===== src/rtl/div_sequencer_if.sv =====
// div_sequencer_if
//   Control bundle between the division sequencer, the instruction decoder
//   (Start/Done handshake) and the bitslice array (strobes and status).
//   master : the sequencer; samples request/status, drives strobes.
//   slave  : decoder/array side; drives request/status, samples strobes.
interface div_sequencer_if;
  // request and array status
  logic Start;
  logic Op1Sign;
  logic Op2Sign;
  logic Op2Zero;
  logic Trial_Neg;
  // handshake back to the decoder
  logic Busy;
  logic Done;
  logic DivZero;
  // bitslice strobes
  logic LOAD_DIVH;
  logic LOAD_DIVL;
  logic INV_OP1;
  logic OP1_INV_Cin;
  logic INV_OP2;
  logic OP2_INV_Cin;
  logic DIVH_P;
  logic DIVL_P;
  logic LOAD_ACC;
  logic RESULT_P;
  logic INV_RESULT;
  logic RESULT_INV_Cin;
  logic INV_REM;
  logic STORE_QUOT;
  logic STORE_REM;

  modport master (
    input  Start, Op1Sign, Op2Sign, Op2Zero, Trial_Neg,
    output Busy, Done, DivZero,
    output LOAD_DIVH, LOAD_DIVL, INV_OP1, OP1_INV_Cin, INV_OP2, OP2_INV_Cin,
    output DIVH_P, DIVL_P, LOAD_ACC, RESULT_P,
    output INV_RESULT, RESULT_INV_Cin, INV_REM, STORE_QUOT, STORE_REM
  );

  modport slave (
    output Start, Op1Sign, Op2Sign, Op2Zero, Trial_Neg,
    input  Busy, Done, DivZero,
    input  LOAD_DIVH, LOAD_DIVL, INV_OP1, OP1_INV_Cin, INV_OP2, OP2_INV_Cin,
    input  DIVH_P, DIVL_P, LOAD_ACC, RESULT_P,
    input  INV_RESULT, RESULT_INV_Cin, INV_REM, STORE_QUOT, STORE_REM
  );
endinterface


===== src/rtl/div_sequencer.sv =====
// div_sequencer
//   Control FSM stepping a WIDTH-slice array through one signed restoring
//   division: LOAD (operand magnitudes), WIDTH x ITER (shift/trial subtract),
//   SIGN (fix result signs), STORE (write back). A zero divisor diverts LOAD
//   to ERR, which raises the sticky DivZero flag.
// Ports
//   Clock : rising-edge clock
//   Reset : synchronous, active-high; returns to IDLE with all outputs low
//   bus   : div_sequencer_if.master -- Start/sign/status inputs, Busy/Done/
//           DivZero handshake and all bitslice strobes
module div_sequencer #(
  parameter  int unsigned WIDTH = 16,
  localparam int unsigned CW    = $clog2(WIDTH + 1)
) (
  input  logic            Clock,
  input  logic            Reset,
  div_sequencer_if.master bus
);

  typedef enum logic [2:0] {
    IDLE,
    LOAD,
    ITER,
    SIGN,
    STORE,
    ERR
  } state_t;

  localparam logic [CW-1:0] LAST_ITER = CW'(WIDTH - 1);

  state_t        state_q, state_d;
  logic [CW-1:0] cnt_q, cnt_d;
  logic          s1_q, s1_d;
  logic          s2_q, s2_d;
  logic          dz_q, dz_d;

  logic busy_q, busy_d;
  logic done_q, done_d;
  logic load_q, load_d;
  logic iter_q, iter_d;
  logic inv1_q, inv1_d;
  logic inv2_q, inv2_d;
  logic invres_q, invres_d;
  logic invrem_q, invrem_d;
  logic store_q, store_d;

  // Next state, counter and sign/flag latches.
  always_comb begin
    state_d = state_q;
    cnt_d   = cnt_q;
    s1_d    = s1_q;
    s2_d    = s2_q;
    dz_d    = dz_q;
    unique case (state_q)
      IDLE: begin
        if (bus.Start) begin
          s1_d    = bus.Op1Sign;
          s2_d    = bus.Op2Sign;
          dz_d    = 1'b0;
          state_d = LOAD;
        end
      end
      LOAD: begin
        cnt_d = '0;
        if (bus.Op2Zero) begin
          dz_d    = 1'b1;
          state_d = ERR;
        end else begin
          state_d = ITER;
        end
      end
      ITER: begin
        // counter stops at WIDTH on exit, so it never wraps
        cnt_d = cnt_q + CW'(1);
        if (cnt_q == LAST_ITER) state_d = SIGN;
      end
      SIGN:    state_d = STORE;
      STORE:   state_d = IDLE;
      ERR:     state_d = IDLE;
      default: state_d = IDLE;
    endcase
  end

  // Moore outputs are decoded from the next state and registered, so each
  // strobe appears in the same cycle as its state yet leaves a flop.
  always_comb begin
    busy_d   = (state_d != IDLE);
    done_d   = (state_d == STORE) || (state_d == ERR);
    load_d   = (state_d == LOAD);
    iter_d   = (state_d == ITER);
    inv1_d   = (state_d == LOAD) && s1_d;
    inv2_d   = (state_d == LOAD) && s2_d;
    invres_d = (state_d == SIGN) && (s1_d ^ s2_d);
    invrem_d = (state_d == SIGN) && s1_d;
    store_d  = (state_d == STORE);
  end

  always_ff @(posedge Clock) begin
    if (Reset) begin
      state_q  <= IDLE;
      cnt_q    <= '0;
      s1_q     <= 1'b0;
      s2_q     <= 1'b0;
      dz_q     <= 1'b0;
      busy_q   <= 1'b0;
      done_q   <= 1'b0;
      load_q   <= 1'b0;
      iter_q   <= 1'b0;
      inv1_q   <= 1'b0;
      inv2_q   <= 1'b0;
      invres_q <= 1'b0;
      invrem_q <= 1'b0;
      store_q  <= 1'b0;
    end else begin
      state_q  <= state_d;
      cnt_q    <= cnt_d;
      s1_q     <= s1_d;
      s2_q     <= s2_d;
      dz_q     <= dz_d;
      busy_q   <= busy_d;
      done_q   <= done_d;
      load_q   <= load_d;
      iter_q   <= iter_d;
      inv1_q   <= inv1_d;
      inv2_q   <= inv2_d;
      invres_q <= invres_d;
      invrem_q <= invrem_d;
      store_q  <= store_d;
    end
  end

  assign bus.Busy           = busy_q;
  assign bus.Done           = done_q;
  assign bus.DivZero        = dz_q;
  assign bus.LOAD_DIVH      = load_q;
  assign bus.LOAD_DIVL      = load_q;
  assign bus.INV_OP1        = inv1_q;
  assign bus.OP1_INV_Cin    = inv1_q;
  assign bus.INV_OP2        = inv2_q;
  assign bus.OP2_INV_Cin    = inv2_q;
  assign bus.DIVH_P         = iter_q;
  assign bus.DIVL_P         = iter_q;
  assign bus.INV_RESULT     = invres_q;
  assign bus.RESULT_INV_Cin = invres_q;
  assign bus.INV_REM        = invrem_q;
  assign bus.STORE_QUOT     = store_q;
  assign bus.STORE_REM      = store_q;

  // Quotient bit and accumulator commit follow the live trial sign.
  assign bus.LOAD_ACC = (state_q == ITER) && !bus.Trial_Neg;
  assign bus.RESULT_P = (state_q == ITER) && !bus.Trial_Neg;

endmodule


===== src/flat_wrapper.sv =====
// flat-port wrapper written by rule: the top's interface ports become plain ports
module div_sequencer_flat 
#(
  parameter  int unsigned WIDTH = 16,
  localparam int unsigned CW    = $clog2(WIDTH + 1)
)
  (Clock, Reset, bus_Start, bus_Op1Sign, bus_Op2Sign, bus_Op2Zero, bus_Trial_Neg, bus_Busy, bus_Done, bus_DivZero, bus_LOAD_DIVH, bus_LOAD_DIVL, bus_INV_OP1, bus_OP1_INV_Cin, bus_INV_OP2, bus_OP2_INV_Cin, bus_DIVH_P, bus_DIVL_P, bus_LOAD_ACC, bus_RESULT_P, bus_INV_RESULT, bus_RESULT_INV_Cin, bus_INV_REM, bus_STORE_QUOT, bus_STORE_REM);
  div_sequencer_if bus_i ();
  input  logic Clock;
  input  logic Reset;
  input wire logic [$bits(bus_i.Start)-1:0] bus_Start;
  input wire logic [$bits(bus_i.Op1Sign)-1:0] bus_Op1Sign;
  input wire logic [$bits(bus_i.Op2Sign)-1:0] bus_Op2Sign;
  input wire logic [$bits(bus_i.Op2Zero)-1:0] bus_Op2Zero;
  input wire logic [$bits(bus_i.Trial_Neg)-1:0] bus_Trial_Neg;
  output wire logic [$bits(bus_i.Busy)-1:0] bus_Busy;
  output wire logic [$bits(bus_i.Done)-1:0] bus_Done;
  output wire logic [$bits(bus_i.DivZero)-1:0] bus_DivZero;
  output wire logic [$bits(bus_i.LOAD_DIVH)-1:0] bus_LOAD_DIVH;
  output wire logic [$bits(bus_i.LOAD_DIVL)-1:0] bus_LOAD_DIVL;
  output wire logic [$bits(bus_i.INV_OP1)-1:0] bus_INV_OP1;
  output wire logic [$bits(bus_i.OP1_INV_Cin)-1:0] bus_OP1_INV_Cin;
  output wire logic [$bits(bus_i.INV_OP2)-1:0] bus_INV_OP2;
  output wire logic [$bits(bus_i.OP2_INV_Cin)-1:0] bus_OP2_INV_Cin;
  output wire logic [$bits(bus_i.DIVH_P)-1:0] bus_DIVH_P;
  output wire logic [$bits(bus_i.DIVL_P)-1:0] bus_DIVL_P;
  output wire logic [$bits(bus_i.LOAD_ACC)-1:0] bus_LOAD_ACC;
  output wire logic [$bits(bus_i.RESULT_P)-1:0] bus_RESULT_P;
  output wire logic [$bits(bus_i.INV_RESULT)-1:0] bus_INV_RESULT;
  output wire logic [$bits(bus_i.RESULT_INV_Cin)-1:0] bus_RESULT_INV_Cin;
  output wire logic [$bits(bus_i.INV_REM)-1:0] bus_INV_REM;
  output wire logic [$bits(bus_i.STORE_QUOT)-1:0] bus_STORE_QUOT;
  output wire logic [$bits(bus_i.STORE_REM)-1:0] bus_STORE_REM;
  assign bus_i.Start = bus_Start;
  assign bus_i.Op1Sign = bus_Op1Sign;
  assign bus_i.Op2Sign = bus_Op2Sign;
  assign bus_i.Op2Zero = bus_Op2Zero;
  assign bus_i.Trial_Neg = bus_Trial_Neg;
  assign bus_Busy = bus_i.Busy;
  assign bus_Done = bus_i.Done;
  assign bus_DivZero = bus_i.DivZero;
  assign bus_LOAD_DIVH = bus_i.LOAD_DIVH;
  assign bus_LOAD_DIVL = bus_i.LOAD_DIVL;
  assign bus_INV_OP1 = bus_i.INV_OP1;
  assign bus_OP1_INV_Cin = bus_i.OP1_INV_Cin;
  assign bus_INV_OP2 = bus_i.INV_OP2;
  assign bus_OP2_INV_Cin = bus_i.OP2_INV_Cin;
  assign bus_DIVH_P = bus_i.DIVH_P;
  assign bus_DIVL_P = bus_i.DIVL_P;
  assign bus_LOAD_ACC = bus_i.LOAD_ACC;
  assign bus_RESULT_P = bus_i.RESULT_P;
  assign bus_INV_RESULT = bus_i.INV_RESULT;
  assign bus_RESULT_INV_Cin = bus_i.RESULT_INV_Cin;
  assign bus_INV_REM = bus_i.INV_REM;
  assign bus_STORE_QUOT = bus_i.STORE_QUOT;
  assign bus_STORE_REM = bus_i.STORE_REM;
  div_sequencer #(.WIDTH(WIDTH)) u_core (.Clock(Clock), .Reset(Reset), .bus(bus_i));
endmodule

===== config.mk =====
export PLATFORM = sky130hd
export DESIGN_NAME = div_sequencer_flat
export DESIGN_NICKNAME = d
export VERILOG_FILES = /design/src/rtl/div_sequencer_if.sv /design/src/rtl/div_sequencer.sv /design/src/flat_wrapper.sv
export SDC_FILE = /design/constraint.sdc
export NUM_CORES = 1
export LEC_CHECK = 0
export CAP_MARGIN = 20
export CORE_MARGIN = 3
export CORE_UTILIZATION = 45
export DETAILED_ROUTE_END_ITERATION = 8
export DONT_BUFFER_PORTS = 1
export GPL_TIMING_DRIVEN = 1
export PLACE_DENSITY = 0.63
export SYNTH_ARGS = -nofsm -noshare
export SYNTH_HDL_FRONTEND = slang
export SYNTH_SLANG_ARGS = --single-unit

===== constraint.sdc =====
create_clock -name Clock -period 2.4 [get_ports Clock]
set_input_delay 0.72 -clock Clock [delete_from_list [all_inputs] [get_ports Clock]]
set_output_delay 0.72 -clock Clock [all_outputs]
set_load 0.01 [all_outputs]

==> results.md, run 1 <==
- Post-synth top area cell: dfxtp_1
- Top cell type's share of synthesized area: 0.430
- Hold buffers post-CTS: 0
- Crit end category: output port
- Clk pin slew, worst setup/hold paths: 0.11 ns
- WP buf/inv: 1
- Synth area leaders: dfxtp_1 43%, buf_4 5.6%, mux2i_1 4.3%
- GRT Overall Usage: 0.147
- Ys Warns: 0
- Worst-Margin Slew: 0.376 ns
- # resized after CTS: 0
- Critical Path Fanout Max: 12
- HPWL after detailed placement: 1150 µm
- Worst EP arrival: 1.50 ns
- Skew-Pair Late Insertion Delay: 0.30 ns
- Drt drc: 0
- Syn Area/Cell: 9.22 µm²
- Distinct cell type count after synthesis: 35
- CTS tree: yes
- Final ANT Viol Nets: 0
- Fraction of layout cells with a size suffix above 1: 0.128
- Antenna violations before repair: 0
- Longest Clk Path Bufs: 2
- Initial DRC Count: 21
- Max Slew Vio Count: 0
- Syn Std Cell Area: 931 µm²
- Status: complete, no violations
- Crit-path max cell delay: 0.44 ns
- Remaining Overflow, GRT: 0
- Setup TNS Final: 0 ns
- P_leak: 0.357 nW
- Avg WL per Cell: 13.9 µm
- Die area: 2650 µm²
- Worst path cell trace: or2_1, nor3b_1, buf_4
- Nets: 104
- Final count of hold timing violations: 0
- Hold Crit Class: input pin to register
- Dpl cells: 115
- Post-Synthesis Cells: 101
- Vias per std cell: 5.59
- Floorplan die width: 51.5 µm
- DR vias: 665
- Core area: 1840 µm²
- Clock Tree Root: clkbuf_4
- Syn Nets: 110
- Max-Cap Viols: 0
- Crit start category: register
- Final Total Pwr: 706 µW
- Maximum vdd drop: 0.571 mV
- Postcts setup bufs: 0
- Final Skew: 0.00328 ns
- Slowest CP cell: dfxtp_1
- First-pass GRT wire length: 2870 µm
- Post-synthesis sequential area ratio: 0.430
- FP Rows: 15
- Layout Cells excl Fill: 119
- Tmin final: 2.22 ns
- Kind of cell adding the most delay to the critical path: simple AND/OR/NAND/NOR gates
- Yosys reg bits: 20
- Sink Count: 20
- Setup-failing EPs final: 0
- CP Class: register to output port
- WP data required: 1.68 ns
- Ant. Diodes: 0
- Rel. slew slack: 0.749
- I/O pin count: 25
- Placer Congestion: 0.794
- Area Overhead vs Synth: 1.75%
- # H-tree levels: 1
- RSZ-0062 raised after global routing: false
- Final period utilization: 0.927
- Buffers on Ports: 0
- Routed WL: 1650 µm
- Largest net degree at the start of global routing: 18
- Final core area utilization: 0.515
- CTS Buf Count: 3
- Layout filler cell count: 182
- Starting Density: 0.506
- Vias in the first global route: 648
- Die Height: 51.5 µm
- Pre-Repair DR Iteration Count: 4
- F_max: 0.450 GHz
- PD cells: 745 nW/µm²
==> cell type report <==
cell class | count | area [µm²] | area share
inverter | 2 | 7.51 | 0.00793
timing repair buffer | 3 | 22.5 | 0.0238
multi-input combinational | 65 | 433 | 0.457
clock inverter | 1 | 30.0 | 0.0317
clock buffer | 3 | 22.5 | 0.0238
sequential | 20 | 400 | 0.423
tap | 25 | 31.3 | 0.0330
==> routing by layer <==
layer | GRT usage | vias to the layer above | wire length, µm
li1 | - | 329 | -
met1 | 0.184 | 309 | 732
met2 | 0.216 | 23 | 771
met3 | 0.0700 | 4 | 127
met4 | 0.0568 | 0 | 20
met5 | 0 | - | 0
==> per-stage QoR <==
stage / instance area [µm²] / hold slack, ns / setup WS [ns]
detailed placement: 895 / 0.484 / 0.518
CTS: 947 / 0.458 / 0.169
finish: 947 / 0.468 / 0.175
global placement: 895 / 0.474 / 0.543
floorplan: 931 / 0.465 / 0.317
global route: 947 / 0.439 / 0.0709
==> logic make-up (layout without fill, tap and decap cells) <==
family / count (synthesis) / in the layout / share of synthesized area
XOR/XNOR: 2 / 2 / 0.0188
multiplexers: 4 / 4 / 0.0430
flip-flops: 20 / 20 / 0.430
buffers and inverters: 16 / 9 / 0.105
adder cells (fa/ha/maj): 2 / 2 / 0.0269
AND/OR/NAND/NOR: 38 / 38 / 0.249
AO/OA/AOI/OAI: 19 / 19 / 0.128
==> registers in the layout, summed over array words and instances, names as in the netlist <==
name,cells
u_core.state_q,3
u_core.bus.DivZero,1
u_core.bus.INV_OP2,1
u_core.bus.STORE_QUOT,1
u_core.s2_q,1
u_core.bus.DIVH_P,1
u_core.bus.INV_REM,1
u_core.bus.INV_OP1,1
u_core.cnt_q,5
u_core.bus.LOAD_DIVH,1
u_core.bus.INV_RESULT,1
u_core.bus.Busy,1
u_core.s1_q,1
u_core.bus.Done,1
==> worst register-to-register path, delay by kind of cell, from the launching register on <==
kind | cells | cell delay (ns)
AO/OA/AOI/OAI | 1 | 0.21
adder cells (fa/ha/maj) | 2 | 0.35
flip-flops | 1 | 0.42
AND/OR/NAND/NOR | 4 | 0.60
==> path summary, 6_finish.rpt <==
path	from	end	slack [ns]	depth (start not counted)
max reg2reg	u_core.cnt_q[0]	u_core.state_q[0]	0.76	7
max	u_core.state_q[2]	bus_RESULT_P	0.18	3
min reg2reg	u_core.s2_q	u_core.s2_q	0.49	2
min	Reset	u_core.bus.DivZero	0.47	1
==> cell usage in the layout, fill, tap and decap left out, types with 2 or more instances in the layout <==
cell type / netlist / routed
dfxtp_1: 20 / 20
nor2_1: 9 / 9
nand2_1: 7 / 7
a21oi_1: 5 / 5
mux2i_1: 4 / 4
nor2b_1: 4 / 4
o21ai_1: 3 / 3
a22oi_1: 3 / 3
clkbuf_4: 0 / 3
buf_4: 7 / 3
inv_1: 2 / 2
nor3b_1: 2 / 2
xor2_1: 2 / 2
nor4_2: 2 / 2
and2_1: 2 / 2
o21bai_1: 2 / 2
nand2b_1: 2 / 2
o21ai_0: 2 / 2
ha_1: 2 / 2
==> Yosys cell counts, drive strengths merged <==
library cell / instances
inv: 2
a22oi: 3
nor3: 2
or2: 1
a21o: 1
nand2: 7
mux2i: 4
nor2: 10
nand3: 1
clkbuf: 3
nor3b: 2
nor4: 3
and2: 2
ha: 2
a21oi: 5
xor2: 2
o21bai: 2
dfxtp: 20
nor4b: 1
o31a: 1
buf: 11
nand2b: 2
o22ai: 1
nand4bb: 1
or3b: 1
and3: 1
o221ai: 1
nor2b: 4
o21ai: 5
==> where the power goes <==
group	internal (mW)	total, mW	leakage (nW)	switching (mW)
logic	0.0301	0.0706	0.166	0.0404
registers	0.346	0.361	0.163	0.0154
clock network	0.169	0.274	0.0279	0.105
Power figures use the tool's default switching activity.
==> run 2: changes to the inputs <==
--- a/config.mk
+++ b/config.mk
@@ -10,6 +10,7 @@
 export CORE_UTILIZATION = 45
 export DETAILED_ROUTE_END_ITERATION = 8
 export DONT_BUFFER_PORTS = 1
+export GPL_ROUTABILITY_DRIVEN = 0
 export GPL_TIMING_DRIVEN = 1
 export PLACE_DENSITY = 0.63
 export SYNTH_ARGS = -nofsm -noshare
==> results of run 2 <==
Same layout as run 1: the final DEF is identical, and so are final timing and power.
==> run 3: changes to the inputs <==
--- a/config.mk
+++ b/config.mk
@@ -5,13 +5,14 @@
 export SDC_FILE = /design/constraint.sdc
 export NUM_CORES = 1
 export LEC_CHECK = 0
+export ABC_AREA = 1
 export CAP_MARGIN = 20
 export CORE_MARGIN = 3
 export CORE_UTILIZATION = 45
 export DETAILED_ROUTE_END_ITERATION = 8
 export DONT_BUFFER_PORTS = 1
 export GPL_ROUTABILITY_DRIVEN = 0
-export GPL_TIMING_DRIVEN = 1
+export GPL_TIMING_DRIVEN = 0
 export PLACE_DENSITY = 0.63
 export SYNTH_ARGS = -nofsm -noshare
 export SYNTH_HDL_FRONTEND = slang
==> results.md, run 3 <==
- Final Skew: 0.00164 ns
- Largest register by flop count: u_core.cnt_q
- P_leak: 0.436 nW
- Ys flop type: dfxtp_1
- Distinct cell type count after synthesis: 20
- HPWL after detailed placement: 1120 µm
- # resized after CTS: 0
- Floorplan die width: 49.3 µm
- CTS tree: yes
- Clock Tree Root: clkbuf_4
- Post-synth top area cell: dfxtp_1
- Longest Clk Path Bufs: 2
- Biggest regs: u_core.cnt_q (5), u_core.state_q (3)
- Yosys reg bits: 20
- Layout filler cell count: 194
- Starting Density: 0.482
- Top cell type's share of synthesized area: 0.475
- Setup TNS Final: 0 ns
- Crit end category: output port
- Drt drc: 0
- Vias per std cell: 4.63
- Clk pin slew, worst setup/hold paths: 0.11 ns
- Rel. slew slack: 0.677
- Area Overhead vs Synth: 8.02%
- Setup-failing EPs final: 0
- Status: complete, no violations
- Final core area utilization: 0.521
- Max reg flops: 5
- Syn Nets: 119
- Synth area leaders: dfxtp_1 48%, nand2_1 9.8%, buf_4 6.2%
- Remaining Overflow, GRT: 0
- Initial DRC Count: 13
- Final worst setup slack: 0.281 ns
- EDFF count, synth: 0
- Post-Synthesis Cells: 110
- Most frequent cell after synthesis: nand2_1
- Vias in the first global route: 621
- Worst EP arrival: 1.40 ns
- FP Rows: 15
- Dpl cells: 135
- Sink Count: 20
- Post-synthesis sequential area ratio: 0.475
- Pre-Repair DR Iteration Count: 4
- I/O pin count: 25
- Hold Crit Class: register to register
- Syn Std Cell Area: 842 µm²
- # H-tree levels: 1
- Crit start category: register
- CP Class: register to output port
- Final period utilization: 0.883
- Ys async rst share: 0
- Max Slew Vio Count: 0
- Largest net degree at the start of global routing: 12
- Die area: 2430 µm²
- Syn Area/Cell: 7.66 µm²
- Most frequent cells in the layout: 22 x nand2_1, 20 x dfxtp_1, 14 x inv_1, 14 x nor2_1
- Crit-path max cell delay: 0.45 ns
- WP buf/inv: 2
- PD cells: 691 nW/µm²
- Core area: 1750 µm²
- Max-Cap Viols: 0
- Buffers on Ports: 0
- R2R setup slack: 1.03 ns
- Avg WL per Cell: 10.3 µm
- Synth cell count leaders: 22 x nand2_1, 20 x dfxtp_1, 14 x inv_1, 14 x nor2_1
- Nets: 124
- DR vias: 644
- Slowest CP cell: dfxtp_1
- Layout Cells excl Fill: 139
- Worst path cell trace: inv_2, nor2_2, nand2_2, nor2_1, buf_4
- GRT Overall Usage: 0.139
- Commonest non-fill, non-tap cell in the layout: nand2_1
- Final count of hold timing violations: 0
- Skew-Pair Late Insertion Delay: 0.29 ns
- Worst-Margin Slew: 0.484 ns
- Kind of cell adding the most delay to the critical path: flip-flops
- Antenna violations before repair: 0
- Die Height: 49.3 µm
- Cell area after layout: 910 µm²
- Area of the multi-input gates: 325 µm²
- WP data required: 1.68 ns
- Hold buffers post-CTS: 0
- First-pass GRT wire length: 2590 µm
- Postcts setup bufs: 0
- RSZ-0062 raised after global routing: false
- Routed WL: 1440 µm
- F_max: 0.472 GHz
- Placed inst area: 873 µm²
- Fraction of layout cells with a size suffix above 1: 0.184
- Maximum vdd drop: 0.306 mV
- Critical Path Fanout Max: 7
- Ys Warns: 0
- Tmin final: 2.12 ns
- Register area: 400 µm²
- Final ANT Viol Nets: 0
- Pre-CTS WS: 0.569 ns
- CTS Buf Count: 3
- Ant. Diodes: 0
run 3: path summary, 6_finish.rpt:
check                                        from               to  depth (start not counted)
worst max register to register    u_core.cnt_q[0]  u_core.cnt_q[4]                          6
worst min-delay path              u_core.cnt_q[4]  u_core.cnt_q[4]                          2
worst max-delay path            u_core.state_q[1]     bus_RESULT_P                          5
worst min register to register    u_core.cnt_q[4]  u_core.cnt_q[4]                          2
run 3: kinds of logic (layout without fill, tap and decap cells):
| kind of cell | after synthesis | after routing | synth area share |
|---|---|---|---|
| compound gates | 9 | 9 | 0.0579 |
| fa+ha+maj | 2 | 2 | 0.0297 |
| buf+inv | 24 | 28 | 0.138 |
| flops | 20 | 20 | 0.475 |
| simple gates | 55 | 55 | 0.299 |
run 3: layout make-up:
cell class,count,share of cell area
Clock buffer,4,0.0399
Sequential cell,20,0.440
Multi-Input combinational cell,66,0.358
Tap cell,25,0.0344
Buffer,8,0.0619
Inverter,16,0.0660
run 3: worst min-delay path: stages, from the launching register on:
cell and delay, ns:
dfxtp_1 0.33, nand2_1 0.07, a21oi_2 0.05
run 3: stage by stage:
stage | total power [mW] | hold slack (ns)
6_report | 0.628 | 0.486
5_1_grt | 0.661 | 0.518
4_1_cts | 0.635 | 0.486
3_5_place_dp | 0.445 | 0.469
3_3_place_gp | 0.443 | 0.455
2_1_floorplan | 0.430 | 0.447
run 3: metal layers:
layer  wire length, µm  vias up  track usage
li1                  -      343            -
met3                93        2       0.0336
met5                 0        -            0
met4                10        0       0.0711
met1               672      282        0.158
met2               662       17        0.237
run 3: where the power goes:
group | total, mW | switching, mW | leakage, nW | internal, mW
clock network | 0.191 | 0.0989 | 0.0210 | 0.0924
registers | 0.363 | 0.0146 | 0.163 | 0.348
logic | 0.0743 | 0.0484 | 0.252 | 0.0259
total | 0.628 | 0.162 | 0.436 | 0.466
